===== config.mk =====
export PLATFORM = sky130hd
export DESIGN_NAME = net_resolver
export DESIGN_NICKNAME = d
export VERILOG_FILES = /design/src/rtl/net_res_pkg.sv /design/src/rtl/net_res_bit.sv /design/src/rtl/net_resolver.sv
export SDC_FILE = /design/constraint.sdc
export NUM_CORES = 1
export LEC_CHECK = 0
export BUFFER_PORTS_ARGS = -buffer_cell sky130_fd_sc_hd__buf_4
export CAP_MARGIN = 20
export CORE_MARGIN = 8
export CORE_UTILIZATION = 35
export CTS_CLUSTER_DIAMETER = 40
export CTS_CLUSTER_SIZE = 14
export DETAILED_ROUTE_END_ITERATION = 10
export GPL_TIMING_DRIVEN = 0
export HOLD_SLACK_MARGIN = 0.02
export PLACE_DENSITY = 0.67
export SLEW_MARGIN = 20
export SYNTH_ARGS = -nofsm -noshare
export SYNTH_HDL_FRONTEND = slang
export SYNTH_SLANG_ARGS = --single-unit

===== constraint.sdc =====
create_clock -name clk -period 2.1 [get_ports clk]
set_input_delay 0.21 -clock clk [delete_from_list [all_inputs] [get_ports clk]]
set_output_delay 0.21 -clock clk [all_outputs]
set_load 0.02 [all_outputs]

===== src/rtl/net_res_pkg.sv =====
// Shared types and helpers for the multi-driver net resolver.
// Exports res_mode_e, res_bit_t, out_state_e and res_onehot_ok().
package net_res_pkg;

    typedef enum logic [2:0] {
        RES_TRI,
        RES_WOR,
        RES_WAND,
        RES_TRI0,
        RES_TRI1
    } res_mode_e;

    typedef struct packed {
        logic val;
        logic x;
        logic z;
    } res_bit_t;

    typedef enum logic {
        ST_EMPTY,
        ST_FULL
    } out_state_e;

    // x and z never coexist, and val is 0 whenever x or z is set.
    function automatic logic res_onehot_ok(res_bit_t b);
        return !(b.x && b.z) && !((b.x || b.z) && b.val);
    endfunction

endpackage


===== src/rtl/net_res_bit.sv =====
// Combinational resolution of one net bit over N_DRV drivers.
// Ports: en/val per driver in, res (val/x/z planes) out.
module net_res_bit
    import net_res_pkg::*;
#(
    parameter int        N_DRV = 4,
    parameter res_mode_e MODE  = RES_TRI
) (
    input  logic [N_DRV-1:0] en,
    input  logic [N_DRV-1:0] val,
    output res_bit_t         res
);

    logic any_en;
    logic any1;
    logic any0;

    assign any_en = |en;
    assign any1   = |(en & val);
    assign any0   = |(en & ~val);

    always_comb begin
        res = '0;
        if (!any_en) begin
            case (MODE)
                RES_TRI0: res.val = 1'b0;
                RES_TRI1: res.val = 1'b1;
                default:  res.z   = 1'b1;
            endcase
        end else begin
            case (MODE)
                RES_WOR:  res.val = any1;
                RES_WAND: res.val = !any0;
                default: begin
                    // Disagreeing enabled drivers are contention.
                    res.x   = any1 && any0;
                    res.val = any1 && !any0;
                end
            endcase
        end
    end

endmodule


===== src/rtl/net_resolver.sv =====
// Registered multi-driver net resolver with valid/ready output and
// conflict statistics. Ports: clk, rst_n, in_valid/in_ready,
// drv_en/drv_val (driver d at [d*WIDTH +: WIDTH]),
// out_valid/out_ready, out_val/out_x/out_z, cnt_clr,
// conflict_cnt, first_vld, first_bit.
module net_resolver
    import net_res_pkg::*;
#(
    parameter int        WIDTH = 8,
    parameter int        N_DRV = 4,
    parameter res_mode_e MODE  = RES_TRI,
    parameter int        CNT_W = 8
) (
    input  logic                     clk,
    input  logic                     rst_n,
    input  logic                     in_valid,
    output logic                     in_ready,
    input  logic [N_DRV*WIDTH-1:0]   drv_en,
    input  logic [N_DRV*WIDTH-1:0]   drv_val,
    output logic                     out_valid,
    input  logic                     out_ready,
    output logic [WIDTH-1:0]         out_val,
    output logic [WIDTH-1:0]         out_x,
    output logic [WIDTH-1:0]         out_z,
    input  logic                     cnt_clr,
    output logic [CNT_W-1:0]         conflict_cnt,
    output logic                     first_vld,
    output logic [$clog2(WIDTH)-1:0] first_bit
);

    localparam int IDX_W = $clog2(WIDTH);
    localparam logic [CNT_W-1:0] CNT_MAX = '1;

    logic [WIDTH-1:0] nxt_val;
    logic [WIDTH-1:0] nxt_x;
    logic [WIDTH-1:0] nxt_z;

    for (genvar b = 0; b < WIDTH; b++) begin : g_bit
        logic [N_DRV-1:0] en_b;
        logic [N_DRV-1:0] val_b;
        res_bit_t         res_b;

        always_comb begin
            en_b  = '0;
            val_b = '0;
            for (int d = 0; d < N_DRV; d++) begin
                en_b[d]  = drv_en[d*WIDTH + b];
                val_b[d] = drv_val[d*WIDTH + b];
            end
        end

        net_res_bit #(
            .N_DRV (N_DRV),
            .MODE  (MODE)
        ) u_bit (
            .en  (en_b),
            .val (val_b),
            .res (res_b)
        );

        assign nxt_val[b] = res_b.val;
        assign nxt_x[b]   = res_b.x;
        assign nxt_z[b]   = res_b.z;
    end

    out_state_e       state_q, state_d;
    logic [WIDTH-1:0] val_q, val_d;
    logic [WIDTH-1:0] x_q, x_d;
    logic [WIDTH-1:0] z_q, z_d;
    logic [CNT_W-1:0] cnt_q, cnt_d;
    logic             fv_q, fv_d;
    logic [IDX_W-1:0] fb_q, fb_d;
    logic [IDX_W-1:0] x_idx;
    logic             accept;

    assign out_valid    = (state_q == ST_FULL);
    assign in_ready     = !out_valid || out_ready;
    assign accept       = in_valid && in_ready;
    assign out_val      = val_q;
    assign out_x        = x_q;
    assign out_z        = z_q;
    assign conflict_cnt = cnt_q;
    assign first_vld    = fv_q;
    assign first_bit    = fb_q;

    // Descending scan so the lowest set x bit wins.
    always_comb begin
        x_idx = '0;
        for (int i = WIDTH - 1; i >= 0; i--) begin
            if (nxt_x[i]) begin
                x_idx = IDX_W'(i);
            end
        end
    end

    always_comb begin
        state_d = state_q;
        val_d   = val_q;
        x_d     = x_q;
        z_d     = z_q;
        if (accept) begin
            state_d = ST_FULL;
            val_d   = nxt_val;
            x_d     = nxt_x;
            z_d     = nxt_z;
        end else if (out_ready) begin
            state_d = ST_EMPTY;
        end
    end

    // Clear lands first so a same-cycle conflict is counted afresh.
    always_comb begin
        cnt_d = cnt_clr ? '0 : cnt_q;
        fv_d  = cnt_clr ? 1'b0 : fv_q;
        fb_d  = fb_q;
        if (accept && (|nxt_x)) begin
            if (cnt_d != CNT_MAX) begin
                cnt_d = cnt_d + CNT_W'(1);
            end
            if (!fv_d) begin
                fv_d = 1'b1;
                fb_d = x_idx;
            end
        end
    end

    always_ff @(posedge clk or negedge rst_n) begin
        if (!rst_n) begin
            state_q <= ST_EMPTY;
            val_q   <= '0;
            x_q     <= '0;
            z_q     <= '0;
            cnt_q   <= '0;
            fv_q    <= 1'b0;
            fb_q    <= '0;
        end else begin
            state_q <= state_d;
            val_q   <= val_d;
            x_q     <= x_d;
            z_q     <= z_d;
            cnt_q   <= cnt_d;
            fv_q    <= fv_d;
            fb_q    <= fb_d;
        end
    end

    logic     planes_ok;
    res_bit_t rb;

    always_comb begin
        planes_ok = 1'b1;
        rb        = '0;
        for (int i = 0; i < WIDTH; i++) begin
            rb.val = val_q[i];
            rb.x   = x_q[i];
            rb.z   = z_q[i];
            if (!res_onehot_ok(rb)) begin
                planes_ok = 1'b0;
            end
        end
    end

    a_onehot: assert property (
        @(posedge clk) disable iff (!rst_n) planes_ok
    );

    a_hold: assert property (
        @(posedge clk) disable iff (!rst_n)
        (out_valid && !out_ready) |=> $stable({val_q, x_q, z_q})
    );

endmodule


==> results.md, run 1 <==
- CTS H-Tree Depth: 2
- Synth Register Bits: 37
- Combinational Power Share: 33.4%
- Clock power share: 24.1%
- Max Fclk: 0.495 GHz
- First-pass GRT wire length: 11.5 mm
- Reg2Reg Capture Point: conflict_cnt[1]$_DFF_PN0_
- Netlist cell types: 45
- Top_reg_cell synth: dfrtp_1
- Filler cells: 619
- Mapped Cells: 264
- Placed Cells: 447
- Final worst path period need: 2.02 ns
- Vias/cell: 5.20
- Critical path's largest stage delay: 0.41 ns
- Via Count: 2369
- N_diodes: 0
- Post-synth EDFFs: 0
- Core Footprint: 0.00631 mm²
- Num rows: 29
- RSZ-0062 raised after global routing: false
- Setup CP Type: flop to flop
- Critical-path maximum fanout: 4
- CP arrival: 2.19 ns
- Worst Slack Setup Final: 0.0806 ns
- Relative slew slack: 61.2%
- Clock sinks: 37
- CTS tree: built
- Max Slew Vio Count: 0
- R2R depth: 8
- Startpoint types: flop
- Max_cap viols: 0
- Worst-Skew Late Latency: 0.28 ns
- Vias in the first global route: 2435
- Hold crit path type: input pin to flop
- Async SR Flop Fraction: 100%
- Post-synthesis compound-gate area fraction: 21.3%
- Largest net degree at the start of global routing: 38
- Number of buffers created by CTS: 5
- R2r setup slk: 0.08 ns
- Initial Utilization: 36.1%
- XOR/XNOR Fraction of Synth Area: 0.768%
- Setup violators final: 0
- Worst slew pin tran: 0.582 ns
- HPWL Detailed: 5.52 mm
- R2R Path Start: conflict_cnt[1]$_DFF_PN0_
- Ports: 107
- Post-Route WL: 6.78 mm
- Hold Crit Start: cnt_clr
- Synth Area in Adders: 0.549%
- Share of cells above drive strength 1: 35.4%
- Final hold viol count: 0
- Worst setup path startpoint: conflict_cnt[1]$_DFF_PN0_
- Required time of the critical path: 2.27 ns
- P_int: 1.33 mW
- Sw Share: 32.6%
- Synth warn: 0
- Most common cell after layout, fill and taps aside: buf_4
- Fin Hold WS: 0.107 ns
- VDD IR max: 0.365 mV
- DRC: 0
- Mux contribution to synthesized area: 3.24%
- Routed len/inst: 14.9 µm
- DR pass1 iterations: 4
- Slowest cell on the critical path: dfrtp_1
- Syn-to-layout area delta: 43.8%
- Grt ovf: 0
- Post-CTS setup buffer count: 0
- Most frequent cells in the layout: buf_4 (106), nand2_1 (64), dfrtp_1 (37)
- Seq pwr share: 42.5%
- Syn_area_per_cell: 8.64 µm²
- Post-layout nets: 448
- DIE AREA: 0.00936 mm²
- P per Cell Area: 599 mW/mm²
- Result of the run: finished clean
- WHS Endpoint: conflict_cnt[4]$_DFF_PN0_
- Post-Synth Simple-Gate Area: 31.2%
- Global placer's final weighted congestion: 0.816
- Setup TNS: 0 ns
- Root Buffer: clkbuf_8
- Initial antenna violation count: 0
- Place WS: -0.238 ns
- Overall Global Routing Usage: 14.3%
- Leak: 1.60 nW
- Final Cycle Share: 96.2%
- CP Cell Sequence: nor2b_1, ha_1, and3_1, nand2_1, nor2_1, and3_2, nor3_4, mux2_4
- Worst setup EP type: flop
- WHS Path Cells: 2
- # port buffers: 106
- Largest family of logic cells by synthesized area: simple AND/OR/NAND/NOR gates
- Drt first-iter violations: 111
- Seq/Total Area, Yosys: 40.6%
- Detail Route Antenna Nets: 0
- Non-Filler Instances: 456
- Net switching power: 0.640 mW
- CTS clk-pin slew, worst paths: 0.07 ns
- Syn nets: 334
- Die W: 96.7 µm
- Post-Syn Area: 0.00228 mm²
- Die Y: 96.7 µm
- Clk buf depth: 2
- Clk_skew: 0.00447 ns
cell families (layout without fill, tap and decap cells):
family / after synthesis / in the layout
mux: 6 / 6
simple gates: 139 / 139
buf+inv: 14 / 129
fa+ha+maj: 1 / 1
flops: 37 / 37
xor+xnor: 2 / 2
compound gates: 65 / 65
sequential cells by signal, indices dropped and copies added (netlist names):
| register | cells |
|---|---|
| conflict_cnt | 8 |
| out_val | 8 |
| out_x | 8 |
| out_z | 8 |
| first_bit | 3 |
| first_vld | 1 |
| out_valid | 1 |
power by group through the flow:
stage / clock network, mW / registers (mW) / logic [mW]
final: 0.474 / 0.835 / 0.657
after global routing: 0.519 / 0.846 / 0.726
after CTS: 0.494 / 0.835 / 0.664
after detailed placement: 0 / 0.849 / 0.661
after global placement: 0 / 0.845 / 0.654
after floorplan: 0 / 0.940 / 0.233
metrics by stage:
| step | utilization, % | cell area [µm²] | total power, mW |
|---|---|---|---|
| after floorplan | - | 2280 | 1.17 |
| final | 51.9 | 3280 | 1.97 |
| after CTS | 51.7 | 3260 | 1.99 |
| after detailed placement | 50.3 | 3170 | 1.51 |
| after global placement | 50.3 | 3170 | 1.50 |
| after global routing | 51.9 | 3280 | 2.09 |
layout make-up:
cell class              count  area [µm²]  share of cell area, %
well taps                  77        96.3                   2.94
plain buffers               5        18.8                  0.572
multi-input cells         213        1320                   40.2
repair buffers            107         806                   24.6
inverters                   9        33.8                   1.03
clock buffers               8        80.1                   2.44
flip-flops and latches     37         926                   28.2
worst max-delay path: cells and delay by family, from the launching register on:
kind | cells | cell delay, ns
flip-flops | 1 | 0.41
AND/OR/NAND/NOR | 6 | 0.96
multiplexers | 1 | 0.32
adder cells (fa/ha/maj) | 1 | 0.21
worst max-delay path by stage:
stage / to / depth (start not counted)
floorplan: conflict_cnt[1]$_DFF_PN0_ / 8
global placement: first_bit[1]$_DFFE_PN0P_ / 8
detailed placement: first_bit[1]$_DFFE_PN0P_ / 8
CTS: first_bit[1]$_DFFE_PN0P_ / 8
global route: first_bit[1]$_DFFE_PN0P_ / 8
finish: conflict_cnt[1]$_DFF_PN0_ / 8
timing repair:
| item | CTS | global route |
|---|---|---|
| hold buffers | 1 | 0 |
| endpoints found under the setup margin | 0 | 4 |
| gates resized for setup | 0 | 4 |
| hold endpoints to repair | 37 | 0 |
layer usage:
metal  share of wire (%)  GRT usage (%)  vias up
li1                    -              -     1184
met5                   0              0        -
met4                0.66           2.60        0
met1                  45           17.3     1096
met2                  48           24.2       82
met3                 6.7           4.69        7
cells in the mapped netlist, types with 5 or more instances:
cell      count  share of area (%)
nor2_1       10                1.6
a22oi_2       5                2.7
a21oi_1       7                1.5
dfrtp_1      37                 41
or4_1         5                1.6
o31ai_1       6                2.0
nand3_1      12                2.6
o21ai_0      21                4.6
clkbuf_1      5               0.82
inv_1         9                1.5
nand2b_1     25                6.9
nand2_1      64                 11
(Power assumes the default switching activity.)
==> inputs of run 2 (changes only) <==
Settings changed: ABC_AREA from default to 1, SETUP_SLACK_MARGIN from default to 0.15, SLEW_MARGIN 20 to 0.
==> results.md, run 2 <==
- Result of the run: finished clean
- CTS clk-pin slew, worst paths: 0.07 ns (about the same)
- First-pass GRT wire length: 11.3 mm (-1.6%)
- Relative slew slack: 67.3% (+6.1 points)
- Worst setup EP type: flop
- Via Count: 2480 (+4.7%)
- Hold Crit Start: drv_en[30]
- Initial antenna violation count: 0 (unchanged)
- Most common cell after layout, fill and taps aside: nand2_1
- Ports: 107 (unchanged)
- Syn_area_per_cell: 6.71 µm² (-22%)
- CP arrival: 1.84 ns (-0.35 ns)
- Post-DP Area: 0.00326 mm² (+2.6%)
- Worst-Skew Late Latency: 0.28 ns (about the same)
- DIE AREA: 0.00963 mm² (+2.9%)
- RSZ-0062 raised after global routing: false
- Number of buffers created by CTS: 5 (unchanged)
- Clk_skew: 0.00795 ns (+0.00348 ns)
- Worst slew pin tran: 0.491 ns (-0.0912 ns)
- R2R Path Start: conflict_cnt[0]$_DFF_PN0_
- Largest net degree at the start of global routing: 38 (unchanged)
- N_diodes: 0 (unchanged)
- Top-count cell post-synth: nand2_1
- Met2 WL: 3.31 mm (+2.0%)
- CTS tree: built
- Grt ovf: 0 (unchanged)
- Syn-to-layout area delta: 41.6%
- Worst setup path startpoint: conflict_cnt[0]$_DFF_PN0_
- Most common library cells after synthesis: nand2_1 (153), inv_1 (50), dfrtp_1 (37)
- Root Buffer: clkbuf_8
- Post-layout nets: 536 (+20%)
- Filler cells: 675 (+9.0%)
- Setup violators final: 0 (unchanged)
- Max Used Layer: met4
- HPWL Detailed: 5.48 mm (-0.68%)
- Post-synth EDFFs: 0 (unchanged)
- Yosys top cell area share: 39.2% (-1.4 points)
- Share of cells above drive strength 1: 31.6% (-3.7 points)
- WHS Path Cells: 4 (+2)
- P per Cell Area: 580 mW/mm² (-3.2%)
- Reg area: 926 µm² (unchanged)
- DRC: 0 (unchanged)
- Seq/Total Area, Yosys: 39.2% (-1.4 points)
- Post-Route M1 WL: 2.80 mm (-7.6%)
- Syn nets: 422 (+26%)
- Die Y: 98.1 µm (+1.5%)
- Core Footprint: 0.00664 mm² (+5.2%)
- Routed len/inst: 12.2 µm (-18%)
- Hold crit path type: input pin to flop
- Max Slew Vio Count: 0 (unchanged)
- Post-Route WL: 6.65 mm (-1.8%)
- DR pass1 iterations: 4 (unchanged)
- Setup CP Type: flop to flop
- Global placer's final weighted congestion: 0.825 (+1.2%)
- Post-Syn Area: 0.00236 mm² (+3.5%)
- Final hold viol count: 0 (unchanged)
- VDD IR max: 0.210 mV (-42%)
- Most frequent cells in the layout: nand2_1 (153), buf_4 (106), inv_1 (50)
- Yosys top cell by area: dfrtp_1
- Main area contributors after synthesis: dfrtp_1 (39%), nand2_1 (24%), inv_1 (7.9%)
- R2r setup slk: 0.45 ns (+0.37 ns)
- Synth warn: 0 (unchanged)
- Final worst path period need: 1.65 ns (-0.368 ns)
- Clock sinks: 37 (unchanged)
- Area of the multi-input gates: 0.00118 mm² (-10%)
- R2R depth: 12 (+4)
- Max Fclk: 0.606 GHz (+22%)
- Required time of the critical path: 2.28 ns (about the same)
- Max_cap viols: 0 (unchanged)
- Die W: 98.1 µm (+1.5%)
- Netlist cell types: 28 (-38%)
- WL met3: 473 µm (+4.0%)
- Vias/cell: 4.55 (-12%)
- Top_reg_cell synth: dfrtp_1
- Synth Register Bits: 37 (unchanged)
- Critical-path maximum fanout: 7 (+3)
- Clk buf depth: 2 (unchanged)
- # port buffers: 106 (unchanged)
- Vias in the first global route: 2457 (+0.90%)
- Setup TNS: 0 ns (unchanged)
- Startpoint types: flop
- Async SR Flop Fraction: 100% (unchanged)
- CTS H-Tree Depth: 2 (unchanged)
- Num rows: 30 (+3.4%)
- WHS Endpoint: out_z[6]$_DFFE_PN0P_
- Drt first-iter violations: 71 (-36%)
- Design area: 0.00334 mm² (+1.9%)
- Detail Route Antenna Nets: 0 (unchanged)
- Initial Utilization: 35.5% (-0.59 points)
- Reg2Reg Capture Point: conflict_cnt[1]$_DFF_PN0_
- Leak: 1.94 nW (+21%)
- Overall Global Routing Usage: 14.2% (-0.13 points)
- Mapped Cells: 352 (+33%)
- Final Cycle Share: 78.6% (-18 points)
[run 2: cell types whose count changed after synthesis, moves of 6 or more]
cell / previous run / this run
nor2_1: 10 / 17
nand3_1: 12 / 3
o21ai_0: 21 / 15
nand2b_1: 25 / 1
nand2_1: 64 / 153
inv_1: 9 / 50
o21ai_1: 0 / 11
a21oi_1: 7 / 1
inv_2: 0 / 10
nand4_1: 1 / 9
[run 2: layout make-up]
class / count / area share (%)
Buffer: 5 / 0.636
Timing Repair Buffer: 107 / 24.1
Clock inverter: 1 / 0.150
Sequential cell: 37 / 27.7
Inverter: 61 / 6.92
Tap cell: 80 / 2.99
Clock buffer: 5 / 2.06
Multi-Input combinational cell: 249 / 35.4
[run 2: worst max-delay path: stages, from the launching register on]
cell and delay, ns:
dfrtp_1 0.39, inv_1 0.07, nor2_2 0.12, ha_1 0.16
inv_1 0.08, nor3_4 0.21, nand2_2 0.10, inv_2 0.06
nand3_2 0.05, inv_2 0.14, nor2_4 0.06, nand2_1 0.06
nand2_1 0.05
[run 2: kinds of logic (layout without fill, tap and decap cells)]
kind of cell,after synthesis,after routing,synth area share (%)
and+or+nand+nor,211,211,40.3
AOI/OAI and AO/OA,31,31,7.05
buffers and inverters,66,179,10.7
adders and majority gates,1,1,0.530
DFF,37,37,39.2
xor gates and xnor gates,6,6,2.23
[run 2: how the worst max path moves through the flow]
stage / endpoint / slack, ns / cells past startpoint
2_1_floorplan: conflict_cnt[1]$_DFF_PN0_ / 0.45 / 12
3_3_place_gp: conflict_cnt[1]$_DFF_PN0_ / 0.45 / 12
3_5_place_dp: conflict_cnt[1]$_DFF_PN0_ / 0.40 / 12
4_1_cts: conflict_cnt[1]$_DFF_PN0_ / 0.39 / 12
5_1_grt: conflict_cnt[0]$_DFF_PN0_ / 0.23 / 13
6_report: conflict_cnt[1]$_DFF_PN0_ / 0.45 / 12
[run 2: per-stage QoR]
stage / total power [mW] / cells / util (%) / setup slack, ns / hold slack, ns
after floorplan: 1.17 / 352 / - / 0.452 / -0.0856
after global placement: 1.50 / 538 / 49.0 / 0.449 / 0.210
after detailed placement: 1.51 / 538 / 49.0 / 0.404 / 0.212
after CTS: 1.97 / 545 / 50.3 / 0.392 / 0.174
after global routing: 2.07 / 545 / 50.3 / 0.232 / 0.180
final: 1.94 / 545 / 50.3 / 0.449 / 0.182
[run 2: per-layer routing]
layer,vias up,global-route usage [%]
met4,0,4.37
met1,1105,15.7
met3,8,4.69
met2,66,25.1
met5,-,0
li1,1301,-
[run 2: where the power goes]
| group | switching [mW] | internal [mW] |
|---|---|---|
| Combinational | 0.376 | 0.278 |
| Sequential | 0.0430 | 0.790 |
| Clock | 0.235 | 0.218 |
[run 2: repair_timing]
item	4_1_cts	5_1_grt
hold buffers	1	0
resized for setup	0	1
endpoints found under the hold margin	37	0
setup buffers	0	0
endpoints found under the setup margin	0	1
==> inputs of run 3 (changes only) <==
Settings changed: PLACE_DENSITY 0.67 to 0.69.
Clock period 2.1 ns to 1.3 ns, I/O delays scaled along.
==> results.md, run 3 (synthesis gave the netlist of run 2 again) <==
- Setup TNS: -0.813 ns (-0.813 ns)
- CTS H-Tree Depth: 2 (unchanged)
- HPWL Detailed: 5.46 mm (-0.26%)
- Most frequent cells in the layout: nand2_1 (128), buf_4 (111), inv_1 (46)
- Largest net degree at the start of global routing: 38 (unchanged)
- Post-Route WL: 7.18 mm (+7.9%)
- Vias/cell: 4.56 (+0.16%)
- Setup violators final: 8 (+8)
- Clock sinks: 37 (unchanged)
- Grt ovf: 0 (unchanged)
- Max Fclk: 0.699 GHz (+15%)
- Overall Global Routing Usage: 14.6% (+0.37 points)
- N_diodes: 0 (unchanged)
- Design area: 0.00387 mm² (+16%)
- Syn-to-layout area delta: 63.9%
- Filler cells: 609 (-9.8%)
- DIE AREA: 0.00963 mm² (unchanged)
- RSZ-0062 raised after global routing: true
- CTS clk-pin slew, worst paths: 0.08 ns (about the same)
- Leak: 2.16 nW (+11%)
- Worst slew pin tran: 0.481 ns (-0.00977 ns)
- Pwr Total: 3.59 mW (+85%)
- CP arrival: 1.61 ns (-0.23 ns)
- Clk buf depth: 2 (unchanged)
- CP Cell Sequence: inv_2, nor2_4, ha_4, inv_4, nor3_4, buf_4, buf_6, xor2_1, o21ai_1, o21ai_1
- Post-layout nets: 550 (+2.6%)
- Worst setup EP type: flop
- Global placer's final weighted congestion: 0.807 (-2.2%)
- Max_cap viols: 0 (unchanged)
- Most common cell after layout, fill and taps aside: nand2_1
- Clk_skew: 0.00459 ns (-0.00336 ns)
- Share of cells above drive strength 1: 43.9% (+12 points)
- Via Count: 2557 (+3.1%)
- Vias in the first global route: 2602 (+5.9%)
- Root Buffer: clkbuf_8
- Critical path's largest stage delay: 0.41 ns (+0.02 ns)
- Post-DP Area: 0.00332 mm² (+1.8%)
- Result of the run: finished, violations left
- Num rows: 30 (unchanged)
- Initial Utilization: 35.5% (unchanged)
- Hold crit path type: input pin to flop
- First-pass GRT wire length: 11.6 mm (+3.0%)
- Setup CP Type: flop to flop
- Relative slew slack: 67.7% (+0.36 points)
- Max Slew Vio Count: 0 (unchanged)
- Startpoint types: flop
- Number of buffers created by CTS: 5 (unchanged)
- Critical-path maximum fanout: 2 (-5)
- Placed Cells: 538 (unchanged)
- Area of the multi-input gates: 0.00139 mm² (+17%)
- CTS tree: built
- Fin Hold WS: 0.0904 ns (-0.0914 ns)
- DR pass1 iterations: 4 (unchanged)
- Die W: 98.1 µm (unchanged)
- Detail Route Antenna Nets: 0 (unchanged)
- Non-Filler Instances: 561 (+2.9%)
- Routed len/inst: 12.8 µm (+4.8%)
- # port buffers: 106 (unchanged)
- P per Cell Area: 929 mW/mm² (+60%)
- Failing checks: setup timing
- VDD IR max: 0.531 mV (+150%)
- Worst-Skew Late Latency: 0.29 ns (about the same)
- Most frequent CP cell: o21ai_1
- Reg area: 930 µm² (+0.41%)
- Core Footprint: 0.00664 mm² (unchanged)
- Slowest cell on the critical path: dfrtp_2
- Final Util: 58.2% (+7.9 points)
- Die Y: 98.1 µm (unchanged)
- Ports: 107 (unchanged)
- Initial antenna violation count: 0 (unchanged)
- Final worst path period need: 1.43 ns (-0.221 ns)
- Required time of the critical path: 1.48 ns (-0.80 ns)
- Worst Slack Setup Final: -0.130 ns (-0.579 ns)
- Final hold viol count: 0 (unchanged)
- Place WS: -0.208 ns (-0.612 ns)
- DRC: 0 (unchanged)
- Drt first-iter violations: 55 (-23%)
- Final Cycle Share: 110% (+31 points)
-- run 3: cell count changes in the layout (fill, tap and decap cells not counted), sizes merged --
cell	delta
buf	+14
inv	-1
clkinv	+1
clkbuf	+2
-- run 3: worst paths after layout --
check                                          startpoint                         to  slack [ns]  depth (start not counted)
min in group asynchronous                           rst_n       out_z[2]$_DFFE_PN0P_        0.34                          2
worst max-delay path            conflict_cnt[1]$_DFF_PN0_  conflict_cnt[4]$_DFF_PN0_       -0.13                         10
worst min register to register       out_z[6]$_DFFE_PN0P_       out_z[6]$_DFFE_PN0P_        0.49                          2
worst min-delay path                           drv_en[28]       out_z[4]$_DFFE_PN0P_        0.09                          4
worst max register to register  conflict_cnt[1]$_DFF_PN0_  conflict_cnt[4]$_DFF_PN0_       -0.13                         10
max in group asynchronous                           rst_n  conflict_cnt[1]$_DFF_PN0_        0.60                          2
-- run 3: area by class of cell --
cell class | instances | area share, %
plain buffers | 5 | 2.20
well taps | 80 | 2.59
multi-input cells | 249 | 35.8
clock buffers | 7 | 2.49
clock inverters | 1 | 0.129
inverters | 61 | 6.44
flip-flops and latches | 37 | 24.0
repair buffers | 121 | 26.3
-- run 3: critical path, delay by kind of cell (launching register included) --
family / cells / cell delay (ns)
xor+xnor: 1 / 0.13
compound gates: 2 / 0.18
flops: 1 / 0.41
simple gates: 2 / 0.08
fa+ha+maj: 1 / 0.16
buf+inv: 4 / 0.37
-- run 3: report_power, final --
group | leakage [nW] | switching, mW | internal (mW) | total, mW
Clock | 0.0542 | 0.412 | 0.479 | 0.891
Sequential | 0.480 | 0.103 | 1.28 | 1.38
Combinational | 1.62 | 0.704 | 0.619 | 1.32
Total | 2.16 | 1.22 | 2.38 | 3.59
-- run 3: what timing repair did --
action,CTS,global route
setup buffers,6,3
resized for setup,13,70
pin swaps,7,15
setup endpoints to repair,27,28
gates cloned,2,3
hold buffers,1,0
hold endpoints to repair,37,0
-- run 3: metal layers --
metal	track usage [%]	share of wire [%]	up-vias	routed length, µm
li1	-	-	1337	-
met1	16.0	41	1144	2930
met2	26.2	51	69	3690
met3	5.26	6.9	7	495
met4	2.95	0.84	0	60
met5	0	0	-	0
